--- config.mk ---
export PLATFORM = sky130hd
export DESIGN_NAME = seq_magnitude_comparator
export DESIGN_NICKNAME = d
export VERILOG_FILES = /design/src/rtl/seq_magcmp_pkg.sv /design/src/rtl/magcmp_chunk.sv /design/src/rtl/seq_magnitude_comparator.sv
export SDC_FILE = /design/constraint.sdc
export NUM_CORES = 1
export LEC_CHECK = 0
export ABC_CLOCK_PERIOD_IN_PS = 2510
export BUFFER_PORTS_ARGS = -buffer_cell sky130_fd_sc_hd__buf_4
export CELL_PAD_IN_SITES_DETAIL_PLACEMENT = 1
export CELL_PAD_IN_SITES_GLOBAL_PLACEMENT = 1
export CORE_ASPECT_RATIO = 0.75
export CORE_UTILIZATION = 43
export CTS_CLUSTER_DIAMETER = 150
export DETAILED_ROUTE_END_ITERATION = 16
export GPL_TIMING_DRIVEN = 0
export PLACE_DENSITY = 0.75
export SYNTH_ARGS = -nofsm -noshare
export SYNTH_HDL_FRONTEND = slang
export SYNTH_SLANG_ARGS = --single-unit
--- constraint.sdc ---
create_clock -name clk -period 2.51 [get_ports clk]
set_input_delay 0.502 -clock clk [delete_from_list [all_inputs] [get_ports clk]]
set_output_delay 0.502 -clock clk [all_outputs]
set_load 0.03 [all_outputs]
--- src/rtl/seq_magcmp_pkg.sv ---
// Shared types and constants for the sequential magnitude comparator.
package seq_magcmp_pkg;

  // Controller states: waiting for a request, or walking the chunks MSB first.
  typedef enum logic {
    IDLE = 1'b0,
    RUN  = 1'b1
  } state_t;

  // Result encoding, ordered as {gt, eq, lt}.
  localparam logic [2:0] RES_NONE = 3'b000;
  localparam logic [2:0] RES_GT   = 3'b100;
  localparam logic [2:0] RES_EQ   = 3'b010;
  localparam logic [2:0] RES_LT   = 3'b001;

  // Width of the chunk index counter; never less than one bit so that a
  // single-chunk configuration still has a legal counter.
  function automatic int idx_width(input int nchunk);
    return (nchunk > 1) ? $clog2(nchunk) : 1;
  endfunction

endpackage

--- src/rtl/magcmp_chunk.sv ---
// Combinational CHUNK-bit unsigned comparator built as a cascade of 1-bit
// magnitude cells: the most significant differing bit decides the result.
module magcmp_chunk #(
  parameter int CHUNK = 4
) (
  input  logic [CHUNK-1:0] x,
  input  logic [CHUNK-1:0] y,
  output logic             gt,
  output logic             eq,
  output logic             lt
);

  // gt_acc[i]/lt_acc[i] hold the verdict of bits [i-1:0]; higher bits override.
  logic [CHUNK:0] gt_acc;
  logic [CHUNK:0] lt_acc;

  assign gt_acc[0] = 1'b0;
  assign lt_acc[0] = 1'b0;

  generate
    for (genvar gi = 0; gi < CHUNK; gi++) begin : g_bit
      // A differing bit decides on its own; an equal bit defers to the lower bits.
      assign gt_acc[gi+1] = (x[gi] & ~y[gi]) | (~(x[gi] ^ y[gi]) & gt_acc[gi]);
      assign lt_acc[gi+1] = (~x[gi] & y[gi]) | (~(x[gi] ^ y[gi]) & lt_acc[gi]);
    end
  endgenerate

  assign gt = gt_acc[CHUNK];
  assign lt = lt_acc[CHUNK];
  assign eq = ~(gt_acc[CHUNK] | lt_acc[CHUNK]);

endmodule

--- src/rtl/seq_magnitude_comparator.sv ---
// Sequential magnitude comparator: compares two WIDTH-bit operands CHUNK bits
// per cycle, MSB chunk first, stopping at the first differing chunk. Signed
// compares are handled by flipping both MSBs at capture, after which the
// datapath is purely unsigned. WIDTH must be a multiple of CHUNK.
module seq_magnitude_comparator
  import seq_magcmp_pkg::*;
#(
  parameter int WIDTH = 16,
  parameter int CHUNK = 4
) (
  input  logic             clk,
  input  logic             rst,
  input  logic             start,
  input  logic [WIDTH-1:0] a,
  input  logic [WIDTH-1:0] b,
  input  logic             signed_mode,
  output logic             busy,
  output logic             done,
  output logic             gt,
  output logic             eq,
  output logic             lt
);

  localparam int NCHUNK = WIDTH / CHUNK;
  localparam int IW     = idx_width(NCHUNK);

  state_t           state_reg, state_next;
  logic [IW-1:0]    idx_reg, idx_next;
  logic [WIDTH-1:0] a_reg, a_next;
  logic [WIDTH-1:0] b_reg, b_next;
  logic             busy_reg, busy_next;
  logic             done_reg, done_next;
  logic [2:0]       res_reg, res_next;

  logic [WIDTH-1:0] msb_flip;
  logic [CHUNK-1:0] a_chunk;
  logic [CHUNK-1:0] b_chunk;
  logic             c_gt, c_eq, c_lt;

  // Current chunk is picked straight out of the held operands by idx.
  assign a_chunk = a_reg[idx_reg*CHUNK +: CHUNK];
  assign b_chunk = b_reg[idx_reg*CHUNK +: CHUNK];

  magcmp_chunk #(
    .CHUNK (CHUNK)
  ) u_chunk (
    .x  (a_chunk),
    .y  (b_chunk),
    .gt (c_gt),
    .eq (c_eq),
    .lt (c_lt)
  );

  // Next-state logic: capture on start in IDLE, decide or step down in RUN.
  always_comb begin
    state_next = state_reg;
    idx_next   = idx_reg;
    a_next     = a_reg;
    b_next     = b_reg;
    busy_next  = busy_reg;
    done_next  = 1'b0;
    res_next   = res_reg;
    msb_flip   = '0;
    msb_flip[WIDTH-1] = signed_mode;
    case (state_reg)
      IDLE: begin
        if (start) begin
          // Flipping the sign bit maps two's complement order onto unsigned order.
          a_next     = a ^ msb_flip;
          b_next     = b ^ msb_flip;
          idx_next   = IW'(NCHUNK - 1);
          busy_next  = 1'b1;
          state_next = RUN;
        end
      end
      RUN: begin
        if (!c_eq) begin
          res_next   = c_gt ? RES_GT : RES_LT;
          done_next  = 1'b1;
          busy_next  = 1'b0;
          state_next = IDLE;
        end else if (idx_reg == '0) begin
          res_next   = RES_EQ;
          done_next  = 1'b1;
          busy_next  = 1'b0;
          state_next = IDLE;
        end else begin
          idx_next = idx_reg - IW'(1);
        end
      end
      default: begin
        state_next = IDLE;
        busy_next  = 1'b0;
      end
    endcase
  end

  // State, operand, and output registers; reset aborts any compare in flight.
  always_ff @(posedge clk or posedge rst) begin
    if (rst) begin
      state_reg <= IDLE;
      idx_reg   <= '0;
      a_reg     <= '0;
      b_reg     <= '0;
      busy_reg  <= 1'b0;
      done_reg  <= 1'b0;
      res_reg   <= RES_NONE;
    end else begin
      state_reg <= state_next;
      idx_reg   <= idx_next;
      a_reg     <= a_next;
      b_reg     <= b_next;
      busy_reg  <= busy_next;
      done_reg  <= done_next;
      res_reg   <= res_next;
    end
  end

  assign busy = busy_reg;
  assign done = done_reg;
  assign gt   = res_reg[2];
  assign eq   = res_reg[1];
  assign lt   = res_reg[0];

endmodule

# After elaboration in Yosys (flattened, before gate mapping)
# Cells that the tools add are included.
# word_totals
reg_bits,40
latch_bits,0
mem_bits_rw,0
mem_bits_ro,0
input_bits,36
out_inout_bits,5
n_memories,0
# classes
add_sub_neg,1
multipliers,0
n_div,0
order_cmp,0
n_eq_ne,4
shifts,2
muxes,18
n_bitwise,38
reduce_logical,6
# op_table
operator,count
$shiftx 16x5->4,2
$xor 16x16->16,2
$and 1x1->1,14
$not 1->1,12
$mux 1,9
$mux 3,3
$or 1x1->1,7
$mux 2,3
$ne 2x2->1 const B,3
$reduce_and 2->1,3
$pmux 1 s2,2
$pmux 2 s2,1
$ne 3x1->1 const B,1
$reduce_and 3->1,1
$xor 1x1->1,3
$logic_not 2->1,1
$reduce_bool 2->1,1
$sub 2x1->2 const B,1

# Longest topological paths before layout
# logic_depth
depth_word,12
depth_mapped,9

# Modules after synthesis
# From an unflattened synthesis, not the netlist that was laid out.
# unflattened
hier_cells,139
area_unflattened_um2,2060.7
# by_module_without_submodules
mod,instances,cells_each,area_each_um2,seq_area_each_um2
seq_magnitude_comparator,1,117,1890.6,1001.0
magcmp_chunk,1,22,170.2,0.0

# Worst setup path before layout
# Ideal clock, no wire load.
# synth_timing
kind,reg-to-reg
start,reg idx_reg[0]
end,reg res_reg[0]
arrival_time_ps,2256
required_ps,2441
slack_ps,185
path_stages_with_launch,9
cell_sequence,dfrtp_1 -> buf_2 -> mux4_2 -> ha_1 -> a21oi_1 -> nor2b_1 -> a311oi_1 -> nand4_1 -> nand3_1
# synth_via
elab_chain_len,12
elab_cells_between_ends,42
cone_classes,shift (2); mux (2); bitwise (35); reduce/logical (3)
# synth_lines
element,line,source
from (decl),seq_magnitude_comparator.sv:28,"logic [IW-1:0] idx_reg, idx_next;"
from (signal assigned),seq_magnitude_comparator.sv:110,idx_reg <= idx_next;
"$shiftx 16x5->4, on equally long branches","seq_magnitude_comparator.sv:41, seq_magnitude_comparator.sv:42",
"$xor 1x1->1, or another cell as far along","magcmp_chunk.sv:23, magcmp_chunk.sv:24",
"$not 1->1, or another cell as far along","magcmp_chunk.sv:23, magcmp_chunk.sv:24",
"$and 1x1->1, on equally long branches","magcmp_chunk.sv:23, magcmp_chunk.sv:24",
"$or 1x1->1, on equally long branches","magcmp_chunk.sv:23, magcmp_chunk.sv:24",
"$and 1x1->1, on equally long branches","magcmp_chunk.sv:23, magcmp_chunk.sv:24",
"$or 1x1->1, on equally long branches","magcmp_chunk.sv:23, magcmp_chunk.sv:24",
"$and 1x1->1, on equally long branches","magcmp_chunk.sv:23, magcmp_chunk.sv:24",
"$or 1x1->1, on equally long branches","magcmp_chunk.sv:23, magcmp_chunk.sv:24",
$or 1x1->1,magcmp_chunk.sv:30,assign eq = ~(gt_acc[CHUNK] | lt_acc[CHUNK]);
$reduce_bool 2->1 (no source line),-,
$reduce_and 2->1 (no source line),-,
to (signal assigned),seq_magnitude_comparator.sv:115,res_reg <= res_next;
to (decl),seq_magnitude_comparator.sv:33,"logic [2:0] res_reg, res_next;"
# Parallel ways exist; a longest one is shown, timed or not.
# A chain may end at the register's enable or synchronous reset.

# Final worst setup path
# Same ends and word-level chain as after synthesis.

==> impl_metrics.json <==
{
  "status": "completed",
  "layout_common_cells": "42 x buf_4, 39 x dfrtp_1, 28 x mux2_2, 10 x inv_1, 8 x nor2_1",
  "path_clk_slew_ps": 80,
  "p_sw_w": 0.00153,
  "routed_wirelength_mm": 4.73,
  "synthXorXnorAreaFrac_pct": 2.61,
  "syn_area_mm2": 0.00202,
  "p_int_w": 0.00229,
  "routed_via_density": 5.38,
  "reg2reg_depth": 8,
  "timing.reg2reg.setup_slack_ps": 70,
  "hold_slack_ps": 376,
  "synthMuxAreaShare_pct": 24.5,
  "period_needed_ps": 2440,
  "final_area_mm2": 0.00254,
  "multi_input_area_um2": 961,
  "yosysSeqAreaShare_pct": 49.7,
  "yosys_warnings": 0,
  "drive_gt1_share_pct": 46.9,
  "vias": 1420,
  "root_buffer": "clkbuf_8",
  "grt_pass1_vias": 1504,
  "swShare_pct": 40.1,
  "fmax_mhz": 410,
  "cp_data_required_time_ps": 2740,
  "post_layout_nonfiller_instances": 264,
  "period_share_pct": 97.1,
  "r2r_end": "res_reg[0]",
  "numClockSinks": 40,
  "critical_path.startpoint_type": "flop",
  "setup_tns_ps": 0,
  "share_comb_of_total_power_pct": 57.9,
  "powerDensity_mw_per_mm2": 1500,
  "final_nets": 250,
  "numCtsBuffers": 5,
  "cp.arrival_ps": 2670,
  "p_seq_share_pct": 31.4,
  "hold_viol_final": 0,
  "vdd_drop_max_mv": 0.653,
  "cap_viol_max_count": 0,
  "syn_inst": 157,
  "cts_tree": "built",
  "slew_viol_final": 0,
  "io_buffers": 40,
  "die_width_um": 81.1,
  "n_fill_cell": 458,
  "postRouteAntennaNets": 0,
  "die_y_um": 61.3,
  "clk_latency_ps": 300,
  "wl_per_cell_um": 17.9,
  "overflow": 0,
  "htree_levels": 2,
  "skew_ps": 8.24,
  "dieArea_mm2": 0.00497,
  "dr.pass1.iters": 4,
  "avgSynthCellArea_um2": 12.8,
  "layout_commonest_cell": "buf_4",
  "dr.first_iter.drc_count": 72,
  "ys_types": 34,
  "clkPwrFrac_pct": 10.6,
  "regArea_mm2": 0.00100,
  "synth_compound_area_share_pct": 8.38,
  "rows": 21,
  "power.total_w": 0.00382,
  "critPathCapture": "res_reg[0]",
  "ys_ff_latch": 40,
  "initial_core_util_pct": 44.9,
  "path_class": "reg -> reg",
  "dp.cells": 254,
  "slew_headroom_pct": 43.5,
  "end_kind": "flop",
  "finalSetupViolCount": 0,
  "core-area_mm2": 0.00449,
  "antenna_found_initial": 0,
  "synth_top_family_by_area": "multiplexers",
  "syn_to_final_growth_pct": 26.3,
  "pin_count": 41,
  "synthAdderAreaFrac_pct": 4.35,
  "reg2reg_from": "idx_reg[0]",
  "place_congestion": 0.824,
  "diodes": 0,
  "grt_pass1_wl_mm": 7.51,
  "synth_simple_gate_area_share_pct": 6.83,
  "synth_nets": 200,
  "dpl-instance-area_mm2": 0.00239,
  "grt_usage_pct": 21.2,
  "hp-class": "in -> async",
  "clk_path_buf_depth": 2,
  "drc_errors": 0,
  "worst_slew_pin_slew_ps": 846,
  "dpl.hpwl_mm": 3.42,
  "grt_max_degree": 41,
  "startpoint": "idx_reg[0]",
  "path_max_fanout": 6,
  "p_leak_nw": 1.14
}
[Yosys cell counts]
cell / count / area [um2]
nand3_1: 1 / 5.00
nand2b_1: 2 / 12.5
buf_2: 3 / 15.0
nor2b_1: 2 / 12.5
dfrtp_1: 40 / 1000
a31o_2: 1 / 8.76
o21bai_1: 1 / 7.51
mux4_2: 7 / 158
mux2i_1: 2 / 20.0
a311o_1: 2 / 20.0
o21ai_0: 6 / 30.0
xnor2_1: 2 / 17.5
o211ai_2: 1 / 12.5
o311ai_0: 2 / 17.5
a21oi_1: 5 / 25.0
ha_1: 7 / 87.6
and3_1: 1 / 6.26
o21ai_2: 1 / 8.76
inv_1: 11 / 41.3
nand2_1: 3 / 11.3
buf_1: 2 / 7.51
mux2_2: 28 / 315
o2bb2ai_1: 1 / 8.76
nand3b_1: 3 / 22.5
a31oi_4: 1 / 21.3
clkbuf_1: 2 / 7.51
nor2_1: 8 / 30.0
inv_2: 1 / 3.75
or3_1: 1 / 6.26
a311oi_1: 1 / 8.76
nand4_1: 1 / 6.26
nor3b_1: 2 / 15.0
xor2_1: 4 / 35.0
nor3_1: 2 / 10.0
[worst min path at each step]
stage / startpoint / to / slack, ps / depth (start not counted)
6_report: rst / b_reg[10] / 380 / 2
5_1_grt: b[4] / b_reg[4] / 430 / 3
4_1_cts: rst / b_reg[10] / 420 / 2
3_5_place_dp: a_reg[10] / a_reg[10] / 490 / 1
3_3_place_gp: a_reg[7] / a_reg[7] / 490 / 1
2_1_floorplan: b_reg[10] / b_reg[10] / 480 / 1
[cell families (layout without fill, tap and decap cells)]
family / count (synthesis) / count (layout)
flops: 40 / 40
mux: 37 / 37
simple gates: 26 / 26
compound gates: 22 / 22
buf+inv: 19 / 69
fa+ha+maj: 7 / 7
xor+xnor: 6 / 6
[layout make-up]
| cell class | count | area share, % |
|---|---|---|
| Buffer | 7 | 1.87 |
| Tap cell | 57 | 2.80 |
| Clock buffer | 6 | 2.85 |
| Clock inverter | 1 | 0.197 |
| Multi-Input combinational cell | 98 | 37.8 |
| Sequential cell | 40 | 39.4 |
| Inverter | 12 | 1.77 |
| Timing Repair Buffer | 43 | 13.4 |
[routing by layer]
layer	global-route usage [%]	wire length, um	vias to the layer above
met5	0	0	-
met4	5.36	46	0
met3	6.22	160	4
met2	35.3	2330	29
met1	27.6	2200	726
li1	-	-	661
[critical path, stage by stage, from the launching register on]
cell and delay [ps]:
dfrtp_2 460, buf_12 150, mux4_2 530, inv_1 80, ha_2 310, and3_1 190
a311oi_2 370, nand4_1 190, nand3_1 110
[per-stage QoR]
step	setup slack, ps	utilization, %
global placement	-253	53.1
floorplan	185	-
detailed placement	-289	53.1
global route	-37.8	56.6
CTS	27.3	55.2
finish	72.8	56.6
[repair_timing]
| action | 4_1_cts | 5_1_grt |
|---|---|---|
| resized for setup | 4 | 5 |
| hold buffers | 0 | 0 |
| gates cloned | 0 | 1 |
| setup endpoints to repair | 6 | 4 |
| pin swaps | 0 | 3 |
| buffers inserted | 0 | 2 |
[power groups by stage]
stage	registers (W)	clock network, W	logic, W
floorplan	0.00119	0	0.00147
global placement	0.00117	0	0.00189
detailed placement	0.00120	0	0.00199
CTS	0.00119	0.000418	0.00204
global route	0.00125	0.000449	0.00242
finish	0.00120	0.000407	0.00221
Power figures use the tool's default switching activity.
